<file path="config.mk">
export PLATFORM = sky130hd
export DESIGN_NAME = video_pattern_gen_flat
export DESIGN_NICKNAME = d
export VERILOG_FILES = /design/src/rtl/video_tb_pkg.sv /design/src/rtl/video_pattern_gen_if.sv /design/src/rtl/video_pattern_data.sv /design/src/rtl/video_pattern_gen.sv /design/src/flat_wrapper.sv
export SDC_FILE = /design/constraint.sdc
export NUM_CORES = 1
export LEC_CHECK = 0
export CORE_ASPECT_RATIO = 0.5
export CORE_UTILIZATION = 50
export CTS_BUF_LIST = sky130_fd_sc_hd__clkbuf_16
export DETAILED_ROUTE_END_ITERATION = 7
export PLACE_DENSITY = 0.82
export SLEW_MARGIN = 40
export SYNTH_ARGS = -nofsm -noshare
export SYNTH_HDL_FRONTEND = slang
export SYNTH_SLANG_ARGS = --single-unit
</file>
<file path="constraint.sdc">
create_clock -name clk -period 5.87 [get_ports clk]
set_input_delay 1.4675 -clock clk [delete_from_list [all_inputs] [get_ports clk]]
set_output_delay 1.4675 -clock clk [all_outputs]
set_load 0.01 [all_outputs]
</file>
<file path="src/rtl/video_tb_pkg.sv">
// Shared definitions for the video pattern generator: FSM state encoding,
// counter widths and the geometry latch helper.
package video_tb_pkg;

  localparam int GEOM_W      = 12;
  localparam int PIX_CNT_W   = 16;
  localparam int BLANK_CNT_W = 16;

  typedef enum logic [2:0] {
    IDLE,
    LEAD,
    LINE,
    HBLANK,
    TAIL,
    VBLANK
  } state_t;

  // Geometry is stored as (value - 1); a programmed 0 behaves like 1.
  function automatic logic [GEOM_W-1:0] geom_latch_m1(input logic [GEOM_W-1:0] v);
    return (v == '0) ? '0 : v - GEOM_W'(1);
  endfunction

endpackage

</file>
<file path="src/rtl/video_pattern_gen_if.sv">
// Frame/line valid plus pixel bus between a video source and its sink.
// Timing contract: o_lval is only high while o_fval is high, ov_pix_data
// carries a beat on every cycle with o_lval=1 and is zero otherwise, and
// o_frame_done pulses for one cycle on the first fval-low cycle of a frame.
// There is no back-pressure: the sink must accept every beat.
interface video_pattern_gen_if #(
  parameter int DATA_WIDTH  = 8,
  parameter int CHANNEL_NUM = 4
);
  logic                              o_fval;
  logic                              o_lval;
  logic [DATA_WIDTH*CHANNEL_NUM-1:0] ov_pix_data;
  logic                              o_frame_done;

  modport master (
    output o_fval,
    output o_lval,
    output ov_pix_data,
    output o_frame_done
  );

  modport slave (
    input o_fval,
    input o_lval,
    input ov_pix_data,
    input o_frame_done
  );
endinterface

</file>
<file path="src/rtl/video_pattern_data.sv">
// Pixel counter and per-channel ramp composer. Channel k of the bus is
// (pix_cnt + k) truncated to DATA_WIDTH; the counter steps by CHANNEL_NUM
// per beat and wraps modulo 2^PIX_CNT_W.
module video_pattern_data
  import video_tb_pkg::*;
#(
  parameter int DATA_WIDTH  = 8,
  parameter int CHANNEL_NUM = 4
) (
  input  logic                              clk,
  input  logic                              reset,
  input  logic                              clear,
  input  logic [PIX_CNT_W-1:0]              seed,
  input  logic                              advance,
  output logic [DATA_WIDTH*CHANNEL_NUM-1:0] data
);

  logic [PIX_CNT_W-1:0] pix_cnt;

  // Counter: reload with the frame seed at frame start, step per emitted beat.
  always_ff @(posedge clk or posedge reset) begin
    if (reset) begin
      pix_cnt <= '0;
    end else if (clear) begin
      pix_cnt <= seed;
    end else if (advance) begin
      pix_cnt <= pix_cnt + PIX_CNT_W'(CHANNEL_NUM);
    end
  end

  // Ramp composer: one incrementing value per channel lane.
  always_comb begin
    data = '0;
    for (int k = 0; k < CHANNEL_NUM; k++) begin
      data[k*DATA_WIDTH +: DATA_WIDTH] = DATA_WIDTH'(pix_cnt + PIX_CNT_W'(k));
    end
  end

endmodule

</file>
<file path="src/rtl/video_pattern_gen.sv">
// Programmable-geometry video source: frame valid, line valid and a ramp
// pixel pattern, with lead/tail/blanking intervals set by parameters and
// line/frame size latched from inputs at each frame start.
// Optional build macro VIDEO_PATTERN_FRAME_SEED_EN: a frame counter seeds
// the ramp so every frame starts at a different value.
module video_pattern_gen
  import video_tb_pkg::*;
#(
  parameter int DATA_WIDTH  = 8,
  parameter int CHANNEL_NUM = 4,
  parameter int FVAL_LEAD   = 4,
  parameter int FVAL_TAIL   = 4,
  parameter int H_BLANK     = 16,
  parameter int V_BLANK     = 32
) (
  input  logic                clk,
  input  logic                reset,
  input  logic                i_gen_en,
  input  logic [GEOM_W-1:0]   iv_line_beats,
  input  logic [GEOM_W-1:0]   iv_frame_lines,
  video_pattern_gen_if.master vid,
  output state_t              dbg_state
);

  localparam int BUS_W = DATA_WIDTH * CHANNEL_NUM;

  localparam logic [BLANK_CNT_W-1:0] LEAD_LAST   = BLANK_CNT_W'(FVAL_LEAD - 1);
  localparam logic [BLANK_CNT_W-1:0] TAIL_LAST   = BLANK_CNT_W'(FVAL_TAIL - 1);
  localparam logic [BLANK_CNT_W-1:0] HBLANK_LAST = BLANK_CNT_W'(H_BLANK - 1);
  localparam logic [BLANK_CNT_W-1:0] VBLANK_LAST = BLANK_CNT_W'(V_BLANK - 1);

  state_t                 state, state_next;
  logic [GEOM_W-1:0]      beat_cnt, beat_next;
  logic [GEOM_W-1:0]      line_cnt, line_next;
  logic [BLANK_CNT_W-1:0] blank_cnt, blank_next;
  logic [GEOM_W-1:0]      beats_m1, lines_m1;
  logic                   latch_en;
  logic                   pix_advance;
  logic                   done_set;
  logic [PIX_CNT_W-1:0]   seed;
  logic [BUS_W-1:0]       ramp;

  logic                   fval_q;
  logic                   lval_q;
  logic [BUS_W-1:0]       pix_q;
  logic                   done_q;

  // First VBLANK cycle: the frame is over, fval falls on the next edge.
  assign done_set = (state == VBLANK) && (blank_cnt == '0);

  // State and counter registers.
  always_ff @(posedge clk or posedge reset) begin
    if (reset) begin
      state     <= IDLE;
      beat_cnt  <= '0;
      line_cnt  <= '0;
      blank_cnt <= '0;
    end else begin
      state     <= state_next;
      beat_cnt  <= beat_next;
      line_cnt  <= line_next;
      blank_cnt <= blank_next;
    end
  end

  // Next-state and counter sequencing; a single blank counter times
  // LEAD, HBLANK, TAIL and VBLANK since only one is active at a time.
  always_comb begin
    state_next  = state;
    beat_next   = beat_cnt;
    line_next   = line_cnt;
    blank_next  = blank_cnt;
    latch_en    = 1'b0;
    pix_advance = 1'b0;
    case (state)
      IDLE: begin
        if (i_gen_en) begin
          latch_en   = 1'b1;
          state_next = LEAD;
          blank_next = '0;
        end
      end
      LEAD: begin
        if (blank_cnt == LEAD_LAST) begin
          state_next = LINE;
          blank_next = '0;
          beat_next  = '0;
          line_next  = '0;
        end else begin
          blank_next = blank_cnt + BLANK_CNT_W'(1);
        end
      end
      LINE: begin
        pix_advance = 1'b1;
        if (beat_cnt == beats_m1) begin
          beat_next  = '0;
          blank_next = '0;
          if (line_cnt == lines_m1) begin
            state_next = TAIL;
          end else begin
            state_next = HBLANK;
            line_next  = line_cnt + GEOM_W'(1);
          end
        end else begin
          beat_next = beat_cnt + GEOM_W'(1);
        end
      end
      HBLANK: begin
        if (blank_cnt == HBLANK_LAST) begin
          state_next = LINE;
          blank_next = '0;
        end else begin
          blank_next = blank_cnt + BLANK_CNT_W'(1);
        end
      end
      TAIL: begin
        if (blank_cnt == TAIL_LAST) begin
          state_next = VBLANK;
          blank_next = '0;
        end else begin
          blank_next = blank_cnt + BLANK_CNT_W'(1);
        end
      end
      VBLANK: begin
        if (blank_cnt == VBLANK_LAST) begin
          blank_next = '0;
          if (i_gen_en) begin
            latch_en   = 1'b1;
            state_next = LEAD;
          end else begin
            state_next = IDLE;
          end
        end else begin
          blank_next = blank_cnt + BLANK_CNT_W'(1);
        end
      end
      default: begin
        state_next = IDLE;
      end
    endcase
  end

  // Geometry latch: sizes only change at a frame start.
  always_ff @(posedge clk or posedge reset) begin
    if (reset) begin
      beats_m1 <= '0;
      lines_m1 <= '0;
    end else if (latch_en) begin
      beats_m1 <= geom_latch_m1(iv_line_beats);
      lines_m1 <= geom_latch_m1(iv_frame_lines);
    end
  end

`ifdef VIDEO_PATTERN_FRAME_SEED_EN
  logic [PIX_CNT_W-1:0] frame_cnt;

  // Frame counter: one step per completed frame, cleared by reset only.
  always_ff @(posedge clk or posedge reset) begin
    if (reset) begin
      frame_cnt <= '0;
    end else if (done_set) begin
      frame_cnt <= frame_cnt + PIX_CNT_W'(1);
    end
  end

  // With a one-cycle VBLANK the count step and the reseed share an edge.
  assign seed = done_set ? frame_cnt + PIX_CNT_W'(1) : frame_cnt;
`else
  assign seed = '0;
`endif

  video_pattern_data #(
    .DATA_WIDTH  (DATA_WIDTH),
    .CHANNEL_NUM (CHANNEL_NUM)
  ) u_data (
    .clk     (clk),
    .reset   (reset),
    .clear   (latch_en),
    .seed    (seed),
    .advance (pix_advance),
    .data    (ramp)
  );

  // Output registers decoded from the current state, one cycle behind it.
  always_ff @(posedge clk or posedge reset) begin
    if (reset) begin
      fval_q <= 1'b0;
      lval_q <= 1'b0;
      pix_q  <= '0;
      done_q <= 1'b0;
    end else begin
      fval_q <= (state == LEAD) || (state == LINE) || (state == HBLANK) || (state == TAIL);
      lval_q <= (state == LINE);
      pix_q  <= (state == LINE) ? ramp : '0;
      done_q <= done_set;
    end
  end

  assign vid.o_fval       = fval_q;
  assign vid.o_lval       = lval_q;
  assign vid.ov_pix_data  = pix_q;
  assign vid.o_frame_done = done_q;
  assign dbg_state        = state;

endmodule

</file>
<file path="src/flat_wrapper.sv">
// flat-port wrapper written by rule: the top's interface ports become plain ports
module video_pattern_gen_flat import video_tb_pkg::*;
#(
  parameter int DATA_WIDTH  = 8,
  parameter int CHANNEL_NUM = 4,
  parameter int FVAL_LEAD   = 4,
  parameter int FVAL_TAIL   = 4,
  parameter int H_BLANK     = 16,
  parameter int V_BLANK     = 32
)
  (clk, reset, i_gen_en, iv_line_beats, iv_frame_lines, dbg_state, vid_o_fval, vid_o_lval, vid_ov_pix_data, vid_o_frame_done);
  video_pattern_gen_if #(.DATA_WIDTH(DATA_WIDTH), .CHANNEL_NUM(CHANNEL_NUM)) vid_i ();
  input  logic clk;
  input  logic reset;
  input  logic i_gen_en;
  input  logic [GEOM_W-1:0] iv_line_beats;
  input  logic [GEOM_W-1:0] iv_frame_lines;
  output state_t dbg_state;
  output wire logic [$bits(vid_i.o_fval)-1:0] vid_o_fval;
  output wire logic [$bits(vid_i.o_lval)-1:0] vid_o_lval;
  output wire logic [$bits(vid_i.ov_pix_data)-1:0] vid_ov_pix_data;
  output wire logic [$bits(vid_i.o_frame_done)-1:0] vid_o_frame_done;
  assign vid_o_fval = vid_i.o_fval;
  assign vid_o_lval = vid_i.o_lval;
  assign vid_ov_pix_data = vid_i.ov_pix_data;
  assign vid_o_frame_done = vid_i.o_frame_done;
  video_pattern_gen #(.DATA_WIDTH(DATA_WIDTH), .CHANNEL_NUM(CHANNEL_NUM), .FVAL_LEAD(FVAL_LEAD), .FVAL_TAIL(FVAL_TAIL), .H_BLANK(H_BLANK), .V_BLANK(V_BLANK)) u_core (.clk(clk), .reset(reset), .i_gen_en(i_gen_en), .iv_line_beats(iv_line_beats), .iv_frame_lines(iv_frame_lines), .vid(vid_i), .dbg_state(dbg_state));
endmodule
</file>
### Word-level counts from Yosys, hierarchy flattened

Index checks and enable logic that the tools add are counted.

* register bits: 118
* input bits: 27
* output and inout port bits: 38
* word-level logic and storage cells: 83

* $add $sub $neg: 9
* eq/ne operators: 17
* multiplexer cells: 30
* reductions and logical operators: 16

Operator list (count)
* $mux 16: 7
* $pmux 16 s5: 1
* $mux 12: 6
* $pmux 12 s2: 2
* $mux 32: 1
* $add 12x1->12 const B: 2
* $eq 12x12->1: 2
* $logic_not 12->1: 2
* $sub 12x1->12 const B: 2
* $mux 3: 7
* $pmux 3 s6: 1
* $add 16x1->16 const B: 1
* $add 16x3->16 const B: 1
* $add 8x2->8 const B: 2
* $eq 16x2->1 const B: 1
* $eq 16x4->1 const B: 1
* $eq 16x5->1 const B: 1
* $logic_not 16->1: 1
* $add 8x1->8 const B: 1
* $ne 2x1->1 const B: 4
* $eq 3x2->1 const B: 2
* $eq 3x3->1 const B: 2
* $ne 2x2->1 const B: 3
* $reduce_and 6->1: 1
* other kinds (12): 18

### Longest topological paths before layout

Gate-level depths: netlist (run 1).

* word-level depth: 4
* mapped depth: 8

### Cells and area by module

From an unflattened synthesis (run 1), not the netlist that was laid out.

* cells, all modules: 619
* area, all modules: 5910.7 um2

By module, submodules not included
* video_pattern_gen: times used 1, cells each 529, area an instance 5166.2 um2, sequential area each 2552.4 um2
* video_pattern_data: times used 1, cells each 90, area an instance 744.5 um2, sequential area each 200.2 um2

### Least setup slack after synthesis (run 1)

No wires, ideal clock.

* path kind: input -> register
* from: input port iv_line_beats[6]
* to: register u_core.beats_m1[10]
* setup time: 0.134 ns
* arrival time: 2.929 ns
* setup slack: 2.808 ns
* stages: 5
* buffers on the path: 1
* cells stage by stage: or4_1 > nor3_1 > and4_1 > clkbuf_1 > o31ai_1

* word-level cells in the longest chain between the ends: 2
* elaborated cells on any way between the ends: 3

Ends and longest elaborated chain
* start: declaration: RTL line flat_wrapper.sv:16 `input logic [GEOM_W-1:0] iv_line_beats;`
* $sub 12x1->12 / $logic_not 12->1 (equally long branches): RTL line video_tb_pkg.sv:20 `return (v == '0) ? '0 : v - GEOM_W'(1);`
* $mux 12 (*): RTL line video_tb_pkg.sv:20
* end signal: assignment: RTL line video_pattern_gen.sv:149 `beats_m1 <= geom_latch_m1(iv_line_beats);`
* end: declaration: RTL line video_pattern_gen.sv:36 `logic [GEOM_W-1:0] beats_m1, lines_m1;`

Mark *: on every way between the ends. The rest lies on a longest branch, timed or not.
A chain may end at the register's enable or synchronous reset.

### Worst setup path after layout (run 1)

* from: input port iv_line_beats[4]
* to: register u_core.beats_m1[4]

Same word-level chain as after synthesis.

==> results of run 1 <==
metrics by stage:
step | std cells | instance area [um^2] | hold WS, ns
4_1_cts | 740 | 6208 | 0.5042
5_1_grt | 740 | 6208 | 0.5329
6_report | 740 | 6208 | 0.4977
2_1_floorplan | 564 | 5299 | 0.4649
3_5_place_dp | 725 | 5899 | 0.4947
3_3_place_gp | 725 | 5882 | 0.4891
cell families (layout without fill, tap and decap cells):
logic type,count (synthesis),count (layout),share of synthesized area [%]
compound gates,121,121,15.48
mux,14,14,2.741
other cells,1,2,0.07082
flops,91,91,43.01
fa+ha+maj,9,9,2.127
xor+xnor,55,55,9.097
buf+inv,75,111,7.018
simple gates,197,197,20.46
routing by layer:
| layer | up-vias | GRT usage (%) | part of all wire [%] |
|---|---|---|---|
| li1 | 2079 | - | - |
| met1 | 2038 | 28.81 | 46 |
| met2 | 131 | 36.27 | 48 |
| met3 | 24 | 4.667 | 5.0 |
| met4 | 0 | 7.216 | 1.5 |
| met5 | - | 0 | 0 |
power by group:
| group | leakage (uW) | switching (uW) | internal [uW] |
|---|---|---|---|
| Combinational | 0.00139 | 32.0 | 26.1 |
| Clock | 0.000154 | 230 | 368 |
| Sequential | 0.00121 | 0.237 | 628 |
| Total | 0.00276 | 262 | 1020 |
cell usage after synthesis (15+ instances only):
| library cell | count |
|---|---|
| nor4_1 | 15 |
| and2_1 | 18 |
| o31ai_1 | 26 |
| nand2_1 | 41 |
| clkbuf_1 | 24 |
| o21ai_0 | 38 |
| buf_4 | 17 |
| xnor2_1 | 19 |
| nand4_1 | 17 |
| nor2_1 | 26 |
| dfrtp_1 | 91 |
| xor2_1 | 36 |
| nand3_1 | 20 |
| nor3_1 | 16 |
| inv_1 | 27 |
critical path, stage by stage:
cell             delay (ns)
clkdlybuf4s50_1        0.47
or4_1                  0.58
nor3_1                 0.31
and4_1                 0.52
o31ai_1                0.14
worst min path at each step:
| stage | slack [ns] | startpoint | cells past startpoint | endpoint |
|---|---|---|---|---|
| 4_1_cts | 0.50 | u_core.line_cnt[11]$_DFFE_PP0P_ | 1 | u_core.line_cnt[11]$_DFFE_PP0P_ |
| 5_1_grt | 0.53 | u_core.line_cnt[11]$_DFFE_PP0P_ | 1 | u_core.line_cnt[11]$_DFFE_PP0P_ |
| 6_report | 0.50 | u_core.line_cnt[11]$_DFFE_PP0P_ | 1 | u_core.line_cnt[11]$_DFFE_PP0P_ |
| 3_3_place_gp | 0.49 | u_core.line_cnt[11]$_DFFE_PP0P_ | 1 | u_core.line_cnt[11]$_DFFE_PP0P_ |
| 2_1_floorplan | 0.46 | u_core.line_cnt[11]$_DFFE_PP0P_ | 1 | u_core.line_cnt[11]$_DFFE_PP0P_ |
| 3_5_place_dp | 0.49 | u_core.line_cnt[11]$_DFFE_PP0P_ | 1 | u_core.line_cnt[11]$_DFFE_PP0P_ |
registers in the layout, summed over array words and instances, names as in the netlist:
name,cells
u_core.dbg_state,3
u_core.vid.o_frame_done,1
u_core.lines_m1,12
u_core.vid.ov_pix_data,16
u_core.u_data.pix_cnt,6
u_core.line_cnt,12
u_core.beat_cnt,12
u_core.beats_m1,12
u_core.blank_cnt,16
u_core.vid.o_fval,1
final cells by class:
cell class | instances | area [um^2] | share of cell area (%)
multi-input cells | 398 | 2669 | 42.99
flip-flops and latches | 91 | 2277 | 36.68
repair buffers | 68 | 668.1 | 10.76
clock buffers | 9 | 225.2 | 3.628
well taps | 140 | 175.2 | 2.821
inverters | 28 | 110.1 | 1.773
clock inverters | 6 | 83.83 | 1.350
==> results.ini, run 1 <==
[finish]
layout_common_cells=dfrtp_1, clkdlybuf4s50_1, nand2_1
n_fill_cell=856
nNetsFinal=632
post-route-util_pct=60.59
antenna-diode-count=0
syn2layout_area_growth_pct=17.25
drive_above_1_share_pct=5.000
final_common_cell=dfrtp_1

[placed_design]
place_ws_ns=2.232
gp_congestion=0.8092
port_buffers=63
dpl.hpwl_um=7907

[grt]
first_global_vias=3923
antenna_found_initial=0
grt_max_degree=59
overflow=0
grt.total_usage_pct=21.73
grt_first_pass_wirelength_um=18960

[clock_tree]
cts_hold_buf=0
cts_resized=0
cts_root_buffer=clkbuf_16
h-tree-depth=3
clk_pin_slew_ns=0.06
clkLatencyLatePin_ns=0.34
post-cts-setup-buffers=0
cts_tree=done
clk_path_buf_depth=2
numCtsBuffers=9
cts.sinks=91

[critical_path]
crit_type=in -> reg
r2r.worst_path.cells=7
critPathArrivalTime_ns=3.49
start_kind=input pin
crit_end=u_core.beats_m1[4]$_DFFE_PP0P_
rr_endpoint=u_core.u_data.pix_cnt[6]$_DFFE_PP0P_
worstPathMaxFanout=12
crit_path_start=iv_line_beats[4]
crit_path_end_kind=flop
reg2reg_slack_ns=3.23
cp.required_ns=6.08
worstReg2RegStart=u_core.dbg_state[0]$_DFFE_PP0P_

[synth]
post-synth-top-area-fraction_pct=43.01
ys_ff_latch=91
yosysSeqAreaShare_pct=43.01
synth_ff_type=dfrtp_1
syn_area_per_cell_um2=9.405
synth-edff-count=0
netlist_top_cells_area=dfrtp_1, xor2_1, o31ai_1, o21ai_0, xnor2_1
synthCells=563
ys_warn_count=0
synth_cell_type_count=53
synthArstFlopShare_pct=100.0
netlist_area_um2=5295
yosysTopAreaCell=dfrtp_1

[timing]
timing.fmax_mhz=304.7
worstMarginPinSlew_ns=0.7613
finalSetupTns_ns=0
slew_violations=0
min_period_over_period_pct=55.91
hold_violations=0
period_needed_ns=3.282
finClkSkew_ns=0.004882
finalSetupViolations=0
slew_headroom_pct=48.93
setup_ws_ns=2.588
rsz0062_at_grt=false

[flow_run]
maxCapViolations=0

[power]
p_leak_uw=0.002757
ir_worst_vdd_mv=0.1377
powerDensity_nw_per_um2=206.8
total_power_uw=1284

[floorplanning]
dieArea_um2=11030
core_area_um2=10250
start_util_pct=51.67
rows=26
ios=65
die_h_um=74.77
die_width_um=147.5

[drt]
dr.pass1.iters=5
vias=4272
via_per_inst=5.773
drtIter0Drc=415
wl_per_cell_um=15.23
drt_wl_total_um=11270
antenna_left=0
post-route-drc-count=0

[run_status]
status=finished clean

[worst_hold_path]
min_path_type=reg -> reg

Power figures use the tool's default switching activity.
==> run 2, diff against run 1 <==
==> constraint.sdc (replaced) <==
create_clock -name clk -period 3.27 [get_ports clk]
set_input_delay 0.8175 -clock clk [delete_from_list [all_inputs] [get_ports clk]]
set_output_delay 0.8175 -clock clk [all_outputs]
set_load 0.01 [all_outputs]
==> results.ini, run 2 (synthesis gave the netlist of run 1 again) <==
[run_status]
status=finished clean

[power]
seq_power_share_pct=46.6
p_leak_uw=0.002798
powerDensity_nw_per_um2=385.4
p_switching_uw=495.6
switching_share_pct=20.50
total_power_uw=2418
p_clk_share_pct=49.0
power.internal_uw=1922
ir_worst_vdd_mv=0.2687
combPwrFrac_pct=4.4

[floorplanning]
dieArea_um2=11030
core_area_um2=10250
die_h_um=74.77
ios=65
rows=26
start_util_pct=51.67
die_width_um=147.5

[timing]
rsz0062_at_grt=false
finalSetupTns_ns=0
slew_headroom_pct=52.18
period_needed_ns=2.655
slew_violations=0
finClkSkew_ns=0.005421
timing.fmax_mhz=376.7
hold_violations=0
min_period_over_period_pct=81.18
worstMarginPinSlew_ns=0.7165
finalSetupViolations=0

[drt]
post-route-drc-count=0
drtIter0Drc=346
dr.pass1.iters=5
drt_wl_total_um=11470
wl_per_cell_um=15.37
antenna_left=0
via_per_inst=5.783
vias=4314

[placed_design]
dpl.hpwl_um=8044
port_buffers=63
gp_congestion=0.8498

[critical_path]
worstPathMaxFanout=12
crit_path_end_kind=flop
critPathMaxStageDelay_ns=0.57
critPathSlowestCell=or4_1
start_kind=input pin
crit_path_start=iv_line_beats[4]
worstPathCellList=clkdlybuf4s50_1 > or4_1 > nor3_1 > and4_1 > o31ai_1
crit_type=in -> reg
cp.required_ns=3.48
critPathBufInv=1
worstReg2RegStart=u_core.blank_cnt[12]$_DFFE_PP0P_
crit_family=simple AND/OR/NAND/NOR gates
critPathArrivalTime_ns=2.86

[grt]
grt_max_degree=54
first_global_vias=4021
grt_first_pass_wirelength_um=19190
grt.total_usage_pct=22.14
overflow=0
antenna_found_initial=0

[clock_tree]
post-cts-setup-buffers=0
clkLatencyLatePin_ns=0.34
cts_root_buffer=clkbuf_16
h-tree-depth=3
cts.sinks=91
cts_hold_buf=0
clk_path_buf_depth=2
clk_pin_slew_ns=0.06
numCtsBuffers=9
cts_tree=done
cts_resized=0

[finish]
antenna-diode-count=0
final_common_cell=dfrtp_1
nNetsFinal=637
syn2layout_area_growth_pct=18.45
layout_common_cells=dfrtp_1, clkdlybuf4s50_1, nand2_1
drive_above_1_share_pct=5.776

[flow_run]
maxCapViolations=0

[worst_hold_path]
hp-start=u_core.line_cnt[11]$_DFFE_PP0P_
min_path_type=reg -> reg

-- run 2: cell types whose count changed in the layout (fill, tap and decap cells not counted), sizes merged --
cell	delta
buf	+5
bufinv	+1
clkinv	+1
clkinvlp	-1
-- run 2: worst paths after layout --
check,to,slack [ns],cells after the start
setup / recovery,u_core.beats_m1[10]$_DFFE_PP0P_,0.62,5
hold / removal,u_core.line_cnt[11]$_DFFE_PP0P_,0.51,1
setup reg to reg,u_core.beat_cnt[0]$_DFFE_PP0P_,0.87,5
hold reg to reg,u_core.line_cnt[11]$_DFFE_PP0P_,0.51,1
max in group asynchronous,u_core.line_cnt[6]$_DFFE_PP0P_,1.67,3
min in group asynchronous,u_core.u_data.pix_cnt[6]$_DFFE_PP0P_,0.89,2
-- run 2: through the flow --
step / utilization [%] / setup WS, ns / instances / hold WS (ns) / instance area [um^2]
3_3_place_gp: 57.84 / 0.4004 / 730 / 0.4897 / 5927
3_5_place_dp: 57.84 / 0.2903 / 730 / 0.5067 / 5927
6_report: 61.21 / 0.6154 / 746 / 0.5128 / 6272
5_1_grt: 61.21 / 0.4794 / 746 / 0.5364 / 6272
2_1_floorplan: - / 0.08889 / 564 / 0.4649 / 5299
4_1_cts: 61.17 / 0.6594 / 746 / 0.5224 / 6269
-- run 2: final cells by class --
type                    instances  area [um^2]
fillers                       864         3975
flip-flops and latches         91         2277
clock inverters                 7        116.4
clock buffers                   9        225.2
well taps                     140        175.2
inverters                      28        106.4
repair buffers                 73        718.2
multi-input cells             398         2654
-- run 2: power by group through the flow --
stage	clock [uW]	sequential [uW]	combinational [uW]
2_1_floorplan	0	1150	48.9
3_3_place_gp	0	1150	106
4_1_cts	1200	1130	109
3_5_place_dp	0	1150	109
5_1_grt	1250	1130	121
6_report	1180	1130	107
-- run 2: layer usage --
layer | vias up | GRT usage, % | part of all wire [%]
met4 | 0 | 8.018 | 1.6
met3 | 17 | 4.788 | 5.1
li1 | 2083 | - | -
met5 | - | 0 | 0
met2 | 140 | 36.53 | 46
met1 | 2074 | 29.40 | 47
==> run 3, diff against run 2 <==
==> constraint.sdc (replaced) <==
create_clock -name clk -period 2.47 [get_ports clk]
set_input_delay 0.6175 -clock clk [delete_from_list [all_inputs] [get_ports clk]]
set_output_delay 0.6175 -clock clk [all_outputs]
set_load 0.01 [all_outputs]
==> results.ini, run 3 (synthesis gave the netlist of run 1 again) <==
[power]
ir_worst_vdd_mv=0.3013
powerDensity_nw_per_um2=465.9
p_leak_uw=0.002884

[finish]
nNetsFinal=658
antenna-diode-count=0
drive_above_1_share_pct=8.931
n_fill_cell=832
final_common_cell=dfrtp_1
post-route-util_pct=62.70
fin_cells=767
layout_common_cells=dfrtp_1, clkdlybuf4s50_1, nand2_1
syn2layout_area_growth_pct=21.34

[timing]
rsz0062_at_grt=false
slew_violations=0
slew_headroom_pct=54.14
hold_violations=0
worstMarginPinSlew_ns=0.6871
timing.fmax_mhz=435.2
min_period_over_period_pct=93.03
finClkSkew_ns=0.007145
period_needed_ns=2.298
finalSetupViolations=0

[drt]
drt_wl_total_um=11690
drtIter0Drc=446
dr.pass1.iters=5
post-route-drc-count=0
via_per_inst=5.751
antenna_left=0
vias=4411
wl_per_cell_um=15.23

[placed_design]
dp.cells=751
gp_congestion=0.8319
port_buffers=63
dpl.hpwl_um=8226

[clock_tree]
cts.sinks=91
h-tree-depth=3
numCtsBuffers=9
cts_root_buffer=clkbuf_16
clk_pin_slew_ns=0.06
clkLatencyLatePin_ns=0.35
clk_path_buf_depth=2
cts_tree=done

[critical_path]
start_kind=flop
worstPathMaxFanout=9
crit_path_start=u_core.blank_cnt[8]$_DFFE_PP0P_
critPathArrivalTime_ns=2.50
critPathMaxStageDelay_ns=0.47
crit_type=reg -> reg
critPathSlowestCell=nor4_1
worstReg2RegStart=u_core.blank_cnt[8]$_DFFE_PP0P_
crit_path_end_kind=flop
worstPathCellList=nor4_4 > and4_1 > a211oi_2 > buf_4 > nor4_1 > o32ai_1
cp.required_ns=2.67

[run_status]
status=finished clean

[grt]
antenna_found_initial=0
grt_first_pass_wirelength_um=19820
grt_max_degree=29
grt.total_usage_pct=22.86
overflow=0
first_global_vias=4063

[floorplanning]
ios=65
core_area_um2=10250
start_util_pct=51.67
rows=26
dieArea_um2=11030
die_h_um=74.77
die_width_um=147.5

[worst_hold_path]
min_path_type=reg -> reg
hp-start=u_core.line_cnt[11]$_DFFE_PP0P_

[flow_run]
maxCapViolations=0

run 3: changes by cell type in the layout (fill, tap and decap cells not counted), moves of 2 or more:
cell and delta:
buf_4 +18, buf_12 +3, inv_1 +2, clkinvlp_4 +2, bufinv_16 -2
run 3: timing repair:
item / in CTS / in global routing
hold buffers: 0 / 0
buffers inserted: 0 / 0
resized for setup: 0 / 1
setup endpoints to repair: 0 / 1
run 3: worst paths after layout:
| kind | end | slack, ns | cells past startpoint |
|---|---|---|---|
| min reg2reg | u_core.line_cnt[11]$_DFFE_PP0P_ | 0.53 | 1 |
| max reg2reg | u_core.dbg_state[2]$_DFFE_PP0P_ | 0.17 | 6 |
| max | u_core.dbg_state[2]$_DFFE_PP0P_ | 0.17 | 6 |
| max in group asynchronous | u_core.vid.ov_pix_data[27]$_DFF_PP0_ | 1.24 | 3 |
| min in group asynchronous | u_core.line_cnt[9]$_DFFE_PP0P_ | 0.70 | 2 |
| min | u_core.line_cnt[11]$_DFFE_PP0P_ | 0.53 | 1 |
run 3: final cells by class:
type                       instances  area [um^2]  share of cell area [%]
timing repair buffer              94        913.4                   14.22
tap                              140        175.2                   2.726
clock buffer                       9        225.2                   3.505
inverter                          28        108.9                   1.694
sequential                        91         2277                   35.44
clock inverter                     7        62.56                  0.9737
multi-input combinational        398         2663                   41.44
run 3: power breakdown:
group / total, uW / leakage [uW] / internal [uW] / switching, uW
clock: 1340 / 0.000149 / 773 / 570
sequential: 1490 / 0.00121 / 1490 / 0.558
combinational: 159 / 0.00152 / 78.0 / 80.7
total: 2990 / 0.00288 / 2340 / 651
run 3: layer usage:
layer  vias up  global-route usage, %  routed length [um]
met5         -                      0                   0
met4         0                  6.987                 140
met3        14                  4.848                 589
met2       134                  38.47                5511
met1      2144                  30.36                5444
li1       2119                      -                   -
run 3: critical path: cells and delay by family (launching register included):
family | cells | cell delay (ns)
compound gates | 2 | 0.29
simple gates | 3 | 1.19
buf+inv | 1 | 0.22
flops | 1 | 0.46
run 3: metrics by stage:
step / hold slack, ns / power (uW) / setup WS, ns / TNS, ns / instance area [um^2]
2_1_floorplan: 0.4649 / 1585 / 0.2577 / 0 / 5303
3_3_place_gp: 0.4876 / 1676 / -0.05965 / -0.3423 / 6125
3_5_place_dp: 0.5173 / 1680 / -0.1738 / -1.292 / 6132
4_1_cts: 0.5294 / 3004 / 0.1707 / 0 / 6420
5_1_grt: 0.5517 / 3082 / 0.06094 / 0 / 6425
6_report: 0.5254 / 2993 / 0.1722 / 0 / 6425
